<file path="src/rtl/sfifo_fwft.sv">
// sfifo_fwft: synchronous FIFO with first-word-fall-through output.
// All entries live in a 1r1w array; the head register doubles as the
// registered read port, and writes into an empty (or draining-to-empty)
// FIFO bypass straight into it so data shows up one cycle after the push.
module sfifo_fwft #(
  parameter int SFIFODW   = 32,
  parameter int SFIFOAW   = 4,
  parameter int SFIFODP   = 16,
  parameter int AFULL_TH  = 12,
  parameter int AEMPTY_TH = 2
) (
  input  logic               clk,
  input  logic               rst,
  input  logic               flush,
  input  logic               wvalid,
  output logic               wready,
  input  logic [SFIFODW-1:0] wdata,
  output logic               rvalid,
  input  logic               rready,
  output logic [SFIFODW-1:0] rdata,
  output logic [SFIFOAW:0]   count,
  output logic               almost_full,
  output logic               almost_empty
);

  localparam int CW = SFIFOAW + 1;
  localparam logic [CW-1:0] FULL_CNT = CW'(SFIFODP);

  logic [SFIFODW-1:0] mem [SFIFODP];

  logic [SFIFOAW-1:0] wptr_q, wptr_d;
  logic [SFIFOAW-1:0] rptr_q, rptr_d;
  logic [SFIFOAW-1:0] rptr_next;
  logic [CW-1:0]      count_q, count_d;
  logic               rvalid_q, rvalid_d;
  logic [SFIFODW-1:0] rdata_q, rdata_d;
  logic               wready_q, wready_d;
  logic               afull_q, afull_d;
  logic               aempty_q, aempty_d;
  logic               push, pop;

  // Next-state logic: pointers, occupancy, head refill/bypass and flags.
  always_comb begin
    push      = wvalid && wready_q;
    pop       = rvalid_q && rready;
    rptr_next = rptr_q + SFIFOAW'(1);
    wptr_d    = wptr_q;
    rptr_d    = rptr_q;
    count_d   = count_q;
    rvalid_d  = rvalid_q;
    rdata_d   = rdata_q;
    if (flush) begin
      wptr_d   = '0;
      rptr_d   = '0;
      count_d  = '0;
      rvalid_d = 1'b0;
      rdata_d  = '0;
    end else begin
      if (push) wptr_d = wptr_q + SFIFOAW'(1);
      if (pop)  rptr_d = rptr_next;
      if (push && !pop) begin
        count_d = count_q + CW'(1);
      end else if (pop && !push) begin
        count_d = count_q - CW'(1);
      end
      if (pop) begin
        if (count_q >= CW'(2)) begin
          rdata_d  = mem[rptr_next];
          rvalid_d = 1'b1;
        end else if (push) begin
          rdata_d  = wdata;
          rvalid_d = 1'b1;
        end else begin
          rvalid_d = 1'b0;
        end
      end else if (!rvalid_q && push) begin
        rdata_d  = wdata;
        rvalid_d = 1'b1;
      end
    end
    wready_d = (count_d != FULL_CNT);
    afull_d  = (count_d >= CW'(AFULL_TH));
    aempty_d = (count_d <= CW'(AEMPTY_TH));
  end

  // Storage array write port; contents need no reset.
  always_ff @(posedge clk) begin
    if (push && !flush) mem[wptr_q] <= wdata;
  end

  // State registers with asynchronous reset to the empty state.
  always_ff @(posedge clk or posedge rst) begin
    if (rst) begin
      wptr_q   <= '0;
      rptr_q   <= '0;
      count_q  <= '0;
      rvalid_q <= 1'b0;
      rdata_q  <= '0;
      wready_q <= 1'b1;
      afull_q  <= 1'b0;
      aempty_q <= 1'b1;
    end else begin
      wptr_q   <= wptr_d;
      rptr_q   <= rptr_d;
      count_q  <= count_d;
      rvalid_q <= rvalid_d;
      rdata_q  <= rdata_d;
      wready_q <= wready_d;
      afull_q  <= afull_d;
      aempty_q <= aempty_d;
    end
  end

  assign wready       = wready_q;
  assign rvalid       = rvalid_q;
  assign rdata        = rdata_q;
  assign count        = count_q;
  assign almost_full  = afull_q;
  assign almost_empty = aempty_q;

endmodule

</file>
<file path="config.mk">
export PLATFORM = sky130hd
export DESIGN_NAME = sfifo_fwft
export DESIGN_NICKNAME = d
export VERILOG_FILES = /design/src/rtl/sfifo_fwft.sv
export SDC_FILE = /design/constraint.sdc
export NUM_CORES = 1
export LEC_CHECK = 0
export ABC_AREA = 1
export ABC_CLOCK_PERIOD_IN_PS = 4600
export CAP_MARGIN = 20
export CELL_PAD_IN_SITES_DETAIL_PLACEMENT = 0
export CELL_PAD_IN_SITES_GLOBAL_PLACEMENT = 1
export CORE_UTILIZATION = 39
export DETAILED_ROUTE_END_ITERATION = 10
export GPL_TIMING_DRIVEN = 0
export PLACE_DENSITY = 0.74
export RECOVER_POWER = 50
export SYNTH_ARGS = -nofsm -noshare
export SYNTH_HDL_FRONTEND = slang
export SYNTH_SLANG_ARGS = --single-unit
</file>
<file path="constraint.sdc">
create_clock -name clk -period 4.6 [get_ports clk]
set_input_delay 0.92 -clock clk [delete_from_list [all_inputs] [get_ports clk]]
set_output_delay 0.92 -clock clk [all_outputs]
set_load 0.01 [all_outputs]
</file>
==> metrics.csv, run 1 <==
stage,metric,value,unit
worst_hold_path,hold_path.class,flop to flop,
final_layout,fin_nets,2595,
routing,num_vias,17500,
setup_path,critPathLaunchType,input pin,
die,initial_core_util,39.7,%
synth,synth_warnings,0,
setup_path,r2r-end,rdata[3],
setup_path,cp_max_fo,27,
routing,initialDrtViolationCount,1833,
sta,rsz0062_at_grt,false,
pwr,p_per_area,419,mW/mm^2
placed_design,dpl.hpwl,50600,um
synth,yosys.area.top_type,edfxtp_1,
global_routing,grt_pass1_wl,111000,um
synth,synth_top_area_share,63.8,%
die,rows,90,
clock_network,clock_sinks,561,
final_layout,final_layout_size_suffix_gt1_share,8.93,%
pwr,p_leak,11.9,nW
setup_path,timing.rr.start,rptr_q[1],
synth,ys_ff_latch,561,
setup_path,cp_slowest_stage_delay,1500,ps
synth,syn_area,0.0241,sq mm
clock_network,cts_tree,yes,
setup_path,crit_chain,dlygate4sd3_1 -> inv_1 -> clkbuf_1,
sta,fin_worst_skew,20.9,ps
clock_network,cts_resized,0,
setup_path,r2r_slack,1730,ps
synth,syn_nets,2405,
routing,drc,0,
routing,ant_nets,0,
clock_network,clkLatencyLatePin,620,ps
synth,netlist_instances,2360,
sta,fin_crit_sh,75.0,%
outcome,violations,"capacitance limit, slew limit",
setup_path,critPathCaptureType,async pin,
clock_network,root_buffer,clkbuf_16,
global_routing,antenna_found_initial,0,
sta,hold_violations,0,
final_layout,syn_to_final_growth,17.9,%
synth,seq_area_frac_synth,68.9,%
routing,wl_per_cell,22.6,um
sta,post-route-worst-setup-slack,1150,ps
setup_path,cp_slowest_cell,clkbuf_1,
routing,met3WireLength,6070,um
sta,max_freq,290,MHz
synth,synthDistinctLibCells,23,
pwr,vdd_drop_max,0.305,mV
die,die_area,0.0628,sq mm
placed_design,post-place-ws,732,ps
global_routing,grt_use_total,24.5,%
routing,viasPerCell,5.18,
setup_path,cp-startpoint,rst,
global_routing,grt_pass1_vias,16800,
die,die_w,251,um
worst_hold_path,hold_depth,2,
synth,synth_edf_count,512,
flow_run,maxCapViolCount,3,
setup_path,worst-endpoint-arrival,3760,ps
outcome,status,"complete, but fails checks",
sta,finalSetupViolCount,0,
global_routing,grt_max_degree,28,
routing,dr.pass1.iters,6,
synth,synthArstFlopShare,8.73,%
die,core,0.0607,sq mm
final_layout,num_antenna_cells,0,
clock_network,h-tree-depth,2,
die,die_h,251,um
setup_path,cp.required,4910,ps
placed_design,port_buffers,77,
routing,met2_length,36100,um
routing,top_layer,met4,
final_layout,stdcell_area,0.0284,sq mm
setup_path,crit_path_end,rdata[29],
synth,yosysMostFrequentCell,nand2_1,
placed_design,gp_congestion,0.827,
synth,synthTopCellsByCount,"900 x nand2_1, 512 x edfxtp_1, 363 x nand3_1, 314 x inv_1, 76 x buf_2",
sta,drv_slew,51,
synth,ys_top_cells_by_area,"edfxtp_1 64%, nand2_1 14%, nand3_1 7.5%, inv_1 4.9%, dfrtp_1 4.9%",
synth,ys.flop_type,edfxtp_1,
placed_design,placed_area,0.0266,sq mm
sta,relSlewSlack,-34.4,%
routing,wl_met1,31500,um
clock_network,cts_buffer_depth,3,
sta,min_period,3450,ps
clock_network,path_clk_slew,60,ps
routing,wl,76500,um
sta,worstMarginPinSlew,2020,ps
setup_path,r2r_cells,9,
synth,avgSynthCellArea,10.2,sq um
die,io_pins,78,
global_routing,grt_overflow,0,
clock_network,cts_hold_buf,0,
clock_network,numCtsBuffers,59,
clock_network,post_cts.repair.setup_buffers,0,
setup_path,critical_path_class,input pin to async pin,
final_layout,n_fill_cell,5453,
[stage by stage]
stage	std cells	power, mW	setup TNS (ps)	hold WS (ps)	util (%)
floorplan	2360	6.62	0	479	-
global placement	3219	7.31	-1289040	463	42.6
detailed placement	3271	7.35	0	466	43.8
CTS	3381	12.0	0	482	46.9
global route	3381	12.3	0	511	46.8
finish	3381	11.9	0	475	46.8
[layout make-up]
| cell class | instances | area (sq um) | share of cell area [%] |
|---|---|---|---|
| clock inverters | 33 | 253 | 0.889 |
| multi-input cells | 1367 | 5870 | 20.6 |
| inverters | 314 | 1180 | 4.15 |
| flip-flops and latches | 561 | 16600 | 58.4 |
| clock buffers | 77 | 1630 | 5.72 |
| repair buffers | 129 | 1380 | 4.84 |
| plain buffers | 118 | 542 | 1.91 |
| well taps | 782 | 978 | 3.44 |
[worst max-delay path: cells and delay by family]
family,cells,cell delay [ps]
buf+inv,3,2790
[placed cells by master (no fill, tap or decap), drive strengths merged]
cell             n
nand2          900
edfxtp         512
nand3          363
inv            315
buf            132
clkbuf         115
dfrtp           47
clkdlybuf4s50   42
a21oi           36
dlygate4sd3     35
clkinv          28
nor2            26
o21ai           14
nor3            12
ha               8
bufinv           4
xor2             3
xnor2            2
dfstp            2
a22o             1
nand4            1
or2              1
[registers in the layout, summed over array words and instances, names as in the netlist]
name	count
wready	1
rvalid	1
rdata	32
rptr_q	4
wptr_q	4
almost_full	1
almost_empty	1
count	5
mem	512
[metal layers]
| layer | global-route usage [%] | up-vias |
|---|---|---|
| li1 | - | 8061 |
| met1 | 33.0 | 8467 |
| met2 | 40.2 | 827 |
| met3 | 3.16 | 153 |
| met4 | 9.73 | 0 |
| met5 | 0 | - |
[worst min path at each step]
stage / slack [ps] / startpoint / end
2_1_floorplan: 480 / rptr_q[1] / rptr_q[1]
3_3_place_gp: 460 / rdata[21] / rdata[21]
3_5_place_dp: 470 / rdata[18] / rdata[18]
4_1_cts: 480 / rdata[18] / rdata[18]
5_1_grt: 510 / rdata[26] / rdata[26]
6_report: 470 / rdata[18] / rdata[18]
[power by group]
| part | total (mW) | switching (mW) | internal, mW | leakage, nW |
|---|---|---|---|---|
| combinational | 1.54 | 1.09 | 0.448 | 5.73 |
| sequential | 5.71 | 0.0459 | 5.66 | 5.25 |
| clock | 4.67 | 1.98 | 2.70 | 0.935 |
| total | 11.9 | 3.11 | 8.81 | 11.9 |
[logic make-up (layout without fill, tap and decap cells)]
kind of cell | after synthesis | after routing | synth area share, %
AND/OR/NAND/NOR | 1303 | 1303 | 22.3
buffers and inverters | 432 | 671 | 7.14
AO/OA/AOI/OAI | 51 | 51 | 1.09
adder cells (fa/ha/maj) | 8 | 8 | 0.415
XOR/XNOR | 5 | 5 | 0.213
flip-flops | 561 | 561 | 68.9
Power figures use the tool's default switching activity.
==> inputs of run 2 (changes only) <==
--- a/config.mk
+++ b/config.mk
@@ -6,7 +6,7 @@
 export NUM_CORES = 1
 export LEC_CHECK = 0
 export ABC_AREA = 1
-export ABC_CLOCK_PERIOD_IN_PS = 4600
+export ABC_CLOCK_PERIOD_IN_PS = 3500
 export CAP_MARGIN = 20
 export CELL_PAD_IN_SITES_DETAIL_PLACEMENT = 0
 export CELL_PAD_IN_SITES_GLOBAL_PLACEMENT = 1
==> constraint.sdc (replaced) <==
create_clock -name clk -period 3.5 [get_ports clk]
set_input_delay 0.7 -clock clk [delete_from_list [all_inputs] [get_ports clk]]
set_output_delay 0.7 -clock clk [all_outputs]
set_load 0.01 [all_outputs]
==> run 2 against run 1 <==
Compared with the run above: the run now ends clean; via count fell by 0.14%; clock skew rose by 17 ps; utilization is 0.068 points lower; first-iteration DRC count is 6.1% lower; global-route usage increased by 0.099 points.
==> metrics.csv, run 2 (synthesized netlist as in run 1, its figures left out) <==
stage,metric,value,unit,change
clock_network,path_clk_slew,60,ps,about the same
final_layout,final_layout_size_suffix_gt1_share,8.56,%,-0.36 points
placed_design,port_buffers,77,,unchanged
final_layout,final_common_cell,nand2_1,,
routing,dr.pass1.iters,7,,+1
setup_path,critical_path_class,input pin to flop,,
sta,finalSetupViolCount,0,,unchanged
clock_network,numCtsBuffers,57,,-3.4%
routing,viasPerCell,5.18,,about the same
final_layout,syn_to_final_growth,17.7,%,
routing,wl_per_cell,22.7,um,+0.40%
die,die_h,251,um,unchanged
placed_design,post-place-ws,14.7,ps,-718 ps
final_layout,num_antenna_cells,0,,unchanged
pwr,p_per_area,549,mW/mm^2,+31%
setup_path,cp.required,3840,ps,-1070 ps
placed_design,gp_congestion,0.828,,+0.12%
sta,min_period,2960,ps,
clock_network,clkLatencyLatePin,640,ps,+20 ps
routing,num_vias,17500,,-0.14%
global_routing,antenna_found_initial,0,,unchanged
routing,initialDrtViolationCount,1722,,-6.1%
clock_network,clock_sinks,561,,unchanged
sta,drv_slew,0,,-100%
worst_hold_path,hold_depth,2,,unchanged
placed_design,dp.cells,3268,,-0.092%
setup_path,r2r-end,rdata[30],,
sta,relSlewSlack,28.7,%,+63 points
routing,drc,0,,unchanged
sta,post-route-worst-setup-slack,544,ps,-607 ps
setup_path,critPathCaptureType,flop,,
clock_network,cts_resized,0,,unchanged
sta,worstMarginPinSlew,1070,ps,-947 ps
routing,ant_nets,0,,unchanged
setup_path,timing.rr.start,rptr_q[1],,
die,die_area,0.0628,sq mm,unchanged
clock_network,cts_buffer_depth,3,,unchanged
sta,rsz0062_at_grt,false,,
clock_network,cts_tree,yes,,
die,die_w,251,um,unchanged
clock_network,h-tree-depth,2,,unchanged
outcome,status,"finished, final reports clean",,
global_routing,grt_pass1_vias,17000,,+1.2%
sta,fin_crit_sh,84.5,%,
sta,holdWs,479,ps,+3.89 ps
die,core,0.0607,sq mm,unchanged
pwr,vdd_drop_max,0.405,mV,+33%
final_layout,final_cell_mix,"900 x nand2_1, 512 x edfxtp_1, 363 x nand3_1",,
final_layout,largest-register,mem,,
final_layout,largest_reg_flops,512,,unchanged
clock_network,cts_hold_buf,0,,unchanged
global_routing,grt_overflow,0,,unchanged
placed_design,placed_area,0.0266,sq mm,about the same
setup_path,r2r_cells,9,,unchanged
die,initial_core_util,39.7,%,unchanged
clock_network,post_cts.repair.setup_buffers,0,,unchanged
sta,max_freq,338,MHz,
worst_hold_path,hp-start,rdata[20],,
worst_hold_path,holdPathEnd,rdata[20],,
global_routing,grt_use_total,24.6,%,+0.099 points
sta,hold_violations,0,,unchanged
clock_network,root_buffer,clkbuf_16,,
setup_path,critPathLaunchType,input pin,,
sta,fin_worst_skew,37.5,ps,+16.6 ps
final_layout,stdcell_count,3375,,-0.18%
pwr,p_leak,11.9,nW,-0.32%
global_routing,grt_pass1_wl,111000,um,about the same
worst_hold_path,hold_path.class,flop to flop,,
setup_path,worst-endpoint-arrival,3290,ps,-470 ps
global_routing,grt_max_degree,27,,-3.6%
routing,wl,76700,um,+0.22%
setup_path,cp_max_fo,10,,-63%
die,rows,90,,unchanged
flow_run,maxCapViolCount,0,,-3
final_layout,fin_nets,2590,,-0.19%
die,io_pins,78,,unchanged
setup_path,r2r_slack,660,ps,-1070 ps
pwr,finalPower,15.6,mW,+31%
placed_design,dpl.hpwl,50700,um,about the same
final_layout,stdcell_area,0.0284,sq mm,-0.15%
## run 2: worst max-delay path by stage
stage | startpoint | endpoint | depth (start not counted)
floorplan | flush | mem[11][0] | 4
global placement | flush | mem[11][21] | 5
detailed placement | flush | mem[11][21] | 8
CTS | rptr_q[1] | rdata[7] | 9
global route | flush | mem[9][27] | 7
finish | flush | mem[13][28] | 8
## run 2: final cells by class
| cell class | count | area, sq um |
|---|---|---|
| fillers | 5563 | 32300 |
| inverters | 314 | 1180 |
| well taps | 782 | 978 |
| plain buffers | 118 | 538 |
| multi-input cells | 1367 | 5870 |
| repair buffers | 126 | 1400 |
| clock inverters | 30 | 239 |
| flip-flops and latches | 561 | 16600 |
| clock buffers | 77 | 1580 |
## run 2: critical path, cell delays in order
cell and delay [ps]:
dlygate4sd3_1 580, clkbuf_1 280, nor2_1 260, inv_1 190, nor3_2 650, buf_6 270, buf_8 170, buf_6 170
## run 2: per-layer routing
layer / wire length (um) / track usage (%) / part of all wire (%)
met3: 6410 / 3.69 / 8.4
met1: 30800 / 32.1 / 40
met4: 3460 / 11.8 / 4.5
met5: 0 / 0 / 0
met2: 36000 / 40.1 / 47
## run 2: report_power, final
group / total (mW) / internal [mW] / switching [mW]
sequential: 7.50 / 7.44 / 0.0615
combinational: 2.04 / 0.593 / 1.45
clock: 6.05 / 3.45 / 2.60
## run 2: through the flow
step | TNS (ps) | util (%)
after global routing | 0 | 46.8
after floorplan | -88110 | -
final | 0 | 46.8
after detailed placement | 0 | 43.8
after global placement | -1660820 | 42.6
after CTS | 0 | 46.8
==> inputs of run 3 (changes only) <==
--- a/config.mk
+++ b/config.mk
@@ -6,7 +6,7 @@
 export NUM_CORES = 1
 export LEC_CHECK = 0
 export ABC_AREA = 1
-export ABC_CLOCK_PERIOD_IN_PS = 3500
+export ABC_CLOCK_PERIOD_IN_PS = 2810
 export CAP_MARGIN = 20
 export CELL_PAD_IN_SITES_DETAIL_PLACEMENT = 0
 export CELL_PAD_IN_SITES_GLOBAL_PLACEMENT = 1
==> constraint.sdc (replaced) <==
create_clock -name clk -period 2.81 [get_ports clk]
set_input_delay 0.562 -clock clk [delete_from_list [all_inputs] [get_ports clk]]
set_output_delay 0.562 -clock clk [all_outputs]
set_load 0.01 [all_outputs]
==> run 3 against run 2 <==
Compared with the run above: wire length decreased by 0.60%; via count down 0.42%; critical endpoint is now rdata[3]; flip-flop and latch count unchanged; the run now ends with capacitance limit left; largest power group unchanged; non-clock buffer count is 1 higher; hold slack lost 4.5 ps; register-to-register slack lost 570 ps; global-route usage shrank 0.081 points; clock power grew 20%; clock skew decreased by 13 ps; count of clock-buffer cells in the layout grew 5; combinational power increased by 24%.
==> metrics.csv, run 3 (synthesized netlist as in run 1, its figures left out) <==
stage,metric,value,unit,change
outcome,status,"complete, but fails checks",,
outcome,violations,capacitance limit,,
routing,num_vias,17400,,-0.42%
final_layout,largest-register,mem,,
die,die_area,0.0628,sq mm,unchanged
final_layout,fin_nets,2593,,+0.12%
sta,worstMarginPinSlew,1480,ps,+412 ps
pwr,vdd_drop_max,0.442,mV,+9.3%
global_routing,grt_pass1_vias,16700,,-1.5%
flow_run,maxCapViolCount,1,,+1
sta,finalSetupViolCount,0,,unchanged
setup_path,cp_slowest_cell,clkbuf_1,,
worst_hold_path,hp-start,rdata[18],,
placed_design,port_buffers,77,,unchanged
clock_network,root_buffer,clkbuf_16,,
global_routing,grt_max_degree,35,,+30%
clock_network,numCtsBuffers,59,,+3.5%
sta,holdWs,474,ps,-4.49 ps
placed_design,gp_congestion,0.826,,-0.22%
routing,drc,0,,unchanged
clock_network,cts_hold_buf,0,,unchanged
clock_network,path_clk_slew,60,ps,about the same
final_layout,syn_to_final_growth,17.7,%,about the same
die,die_h,251,um,unchanged
die,core,0.0607,sq mm,unchanged
placed_design,dpl.hpwl,50900,um,+0.39%
die,die_w,251,um,unchanged
sta,fin_worst_skew,24.1,ps,-13.3 ps
sta,max_freq,367,MHz,
routing,initialDrtViolationCount,1727,,+0.29%
setup_path,worst-endpoint-arrival,3290,ps,about the same
setup_path,cp_slowest_stage_delay,670,ps,+20 ps
placed_design,placed_area,0.0266,sq mm,+0.16%
setup_path,critPathCaptureType,flop,,
routing,wl,76200,um,-0.60%
clock_network,clkLatencyLatePin,620,ps,-20 ps
final_layout,final_cell_mix,"900 x nand2_1, 512 x edfxtp_1, 363 x nand3_1",,
setup_path,critical_path_class,flop to flop,,
routing,dr.pass1.iters,8,,+1
setup_path,cp-startpoint,rptr_q[1],,
routing,wl_per_cell,22.6,um,-0.69%
clock_network,cts_buffer_depth,3,,unchanged
pwr,p_per_area,675,mW/mm^2,+23%
routing,ant_nets,0,,unchanged
sta,drv_slew,0,,unchanged
setup_path,crit_chain,ha_1 -> clkbuf_1 -> clkbuf_1 -> nand2_1 -> nand3_1 -> nand3_1 -> nand3_1 -> nand2_1 -> nand2_1,,
sta,relSlewSlack,1.12,%,-28 points
sta,post-route-worst-setup-slack,85.3,ps,-458 ps
clock_network,clock_sinks,561,,unchanged
setup_path,timing.rr.start,rptr_q[1],,
setup_path,cp.required,3380,ps,-460 ps
die,rows,90,,unchanged
sta,rsz0062_at_grt,false,,
global_routing,grt_overflow,0,,unchanged
clock_network,post_cts.repair.setup_buffers,0,,unchanged
worst_hold_path,hold_path.class,flop to flop,,
global_routing,grt_pass1_wl,111000,um,+0.17%
pwr,p_leak,11.9,nW,about the same
setup_path,cp_max_fo,10,,unchanged
die,io_pins,78,,unchanged
placed_design,post-place-ws,-487,ps,-502 ps
die,initial_core_util,39.7,%,unchanged
sta,hold_violations,0,,unchanged
final_layout,largest_reg_flops,512,,unchanged
sta,fin_crit_sh,97.0,%,
global_routing,antenna_found_initial,0,,unchanged
global_routing,grt_use_total,24.5,%,-0.081 points
sta,min_period,2720,ps,
final_layout,final_common_cell,nand2_1,,
clock_network,h-tree-depth,2,,unchanged
clock_network,cts_tree,yes,,
setup_path,critPathLaunchType,flop,,
final_layout,final_layout_size_suffix_gt1_share,8.79,%,+0.22 points
routing,viasPerCell,5.15,,-0.51%
final_layout,stdcell_area,0.0284,sq mm,about the same
run 3: metrics by stage:
| stage | utilization (%) | TNS, ps | total power [mW] | std cells |
|---|---|---|---|---|
| CTS | 46.8 | 0 | 19.2 | 3377 |
| floorplan | - | -264750 | 10.8 | 2360 |
| finish | 46.7 | 0 | 19.1 | 3378 |
| detailed placement | 43.9 | -72120 | 12.0 | 3269 |
| global placement | 42.6 | -1859670 | 12.0 | 3219 |
| global route | 46.7 | 0 | 19.7 | 3377 |
run 3: final timing paths:
| path | slack [ps] | to | depth (start not counted) |
|---|---|---|---|
| setup / recovery | 90 | rdata[3] | 9 |
| hold / removal | 470 | rdata[18] | 2 |
| setup reg to reg | 90 | rdata[3] | 9 |
| hold reg to reg | 470 | rdata[18] | 2 |
| max in group asynchronous | 610 | rdata[0] | 3 |
| min in group asynchronous | 820 | rdata[5] | 2 |
run 3: metal layers:
layer | global-route usage, % | wire length, um
met2 | 39.8 | 35900
met1 | 33.4 | 31900
met5 | 0 | 0
met3 | 2.97 | 5470
met4 | 9.92 | 2870
run 3: where the power goes:
group | switching (mW) | leakage [nW] | internal, mW
Clock | 3.20 | 0.870 | 4.07
Combinational | 1.78 | 5.77 | 0.739
Sequential | 0.0755 | 5.25 | 9.27
run 3: layout make-up:
type                       count  area (sq um)
clock buffer                  82          1610
timing repair buffer         127          1420
antenna                        1          2.50
buffer                       118           546
sequential                   561         16600
clock inverter                26           156
fill                        5523         32300
multi-input combinational   1367          5870
tap                          782           978
inverter                     314          1180
run 3: timing repair:
item	CTS	global route
hold endpoints to repair	0	0
gates resized for setup	1	5
setup endpoints to repair	1	18
run 3: critical path, delay by kind of cell, from the launching register on:
| kind | cells | cell delay [ps] |
|---|---|---|
| buffers and inverters | 2 | 1220 |
| and+or+nand+nor | 6 | 710 |
| DFF | 1 | 400 |
| adders and majority gates | 1 | 320 |
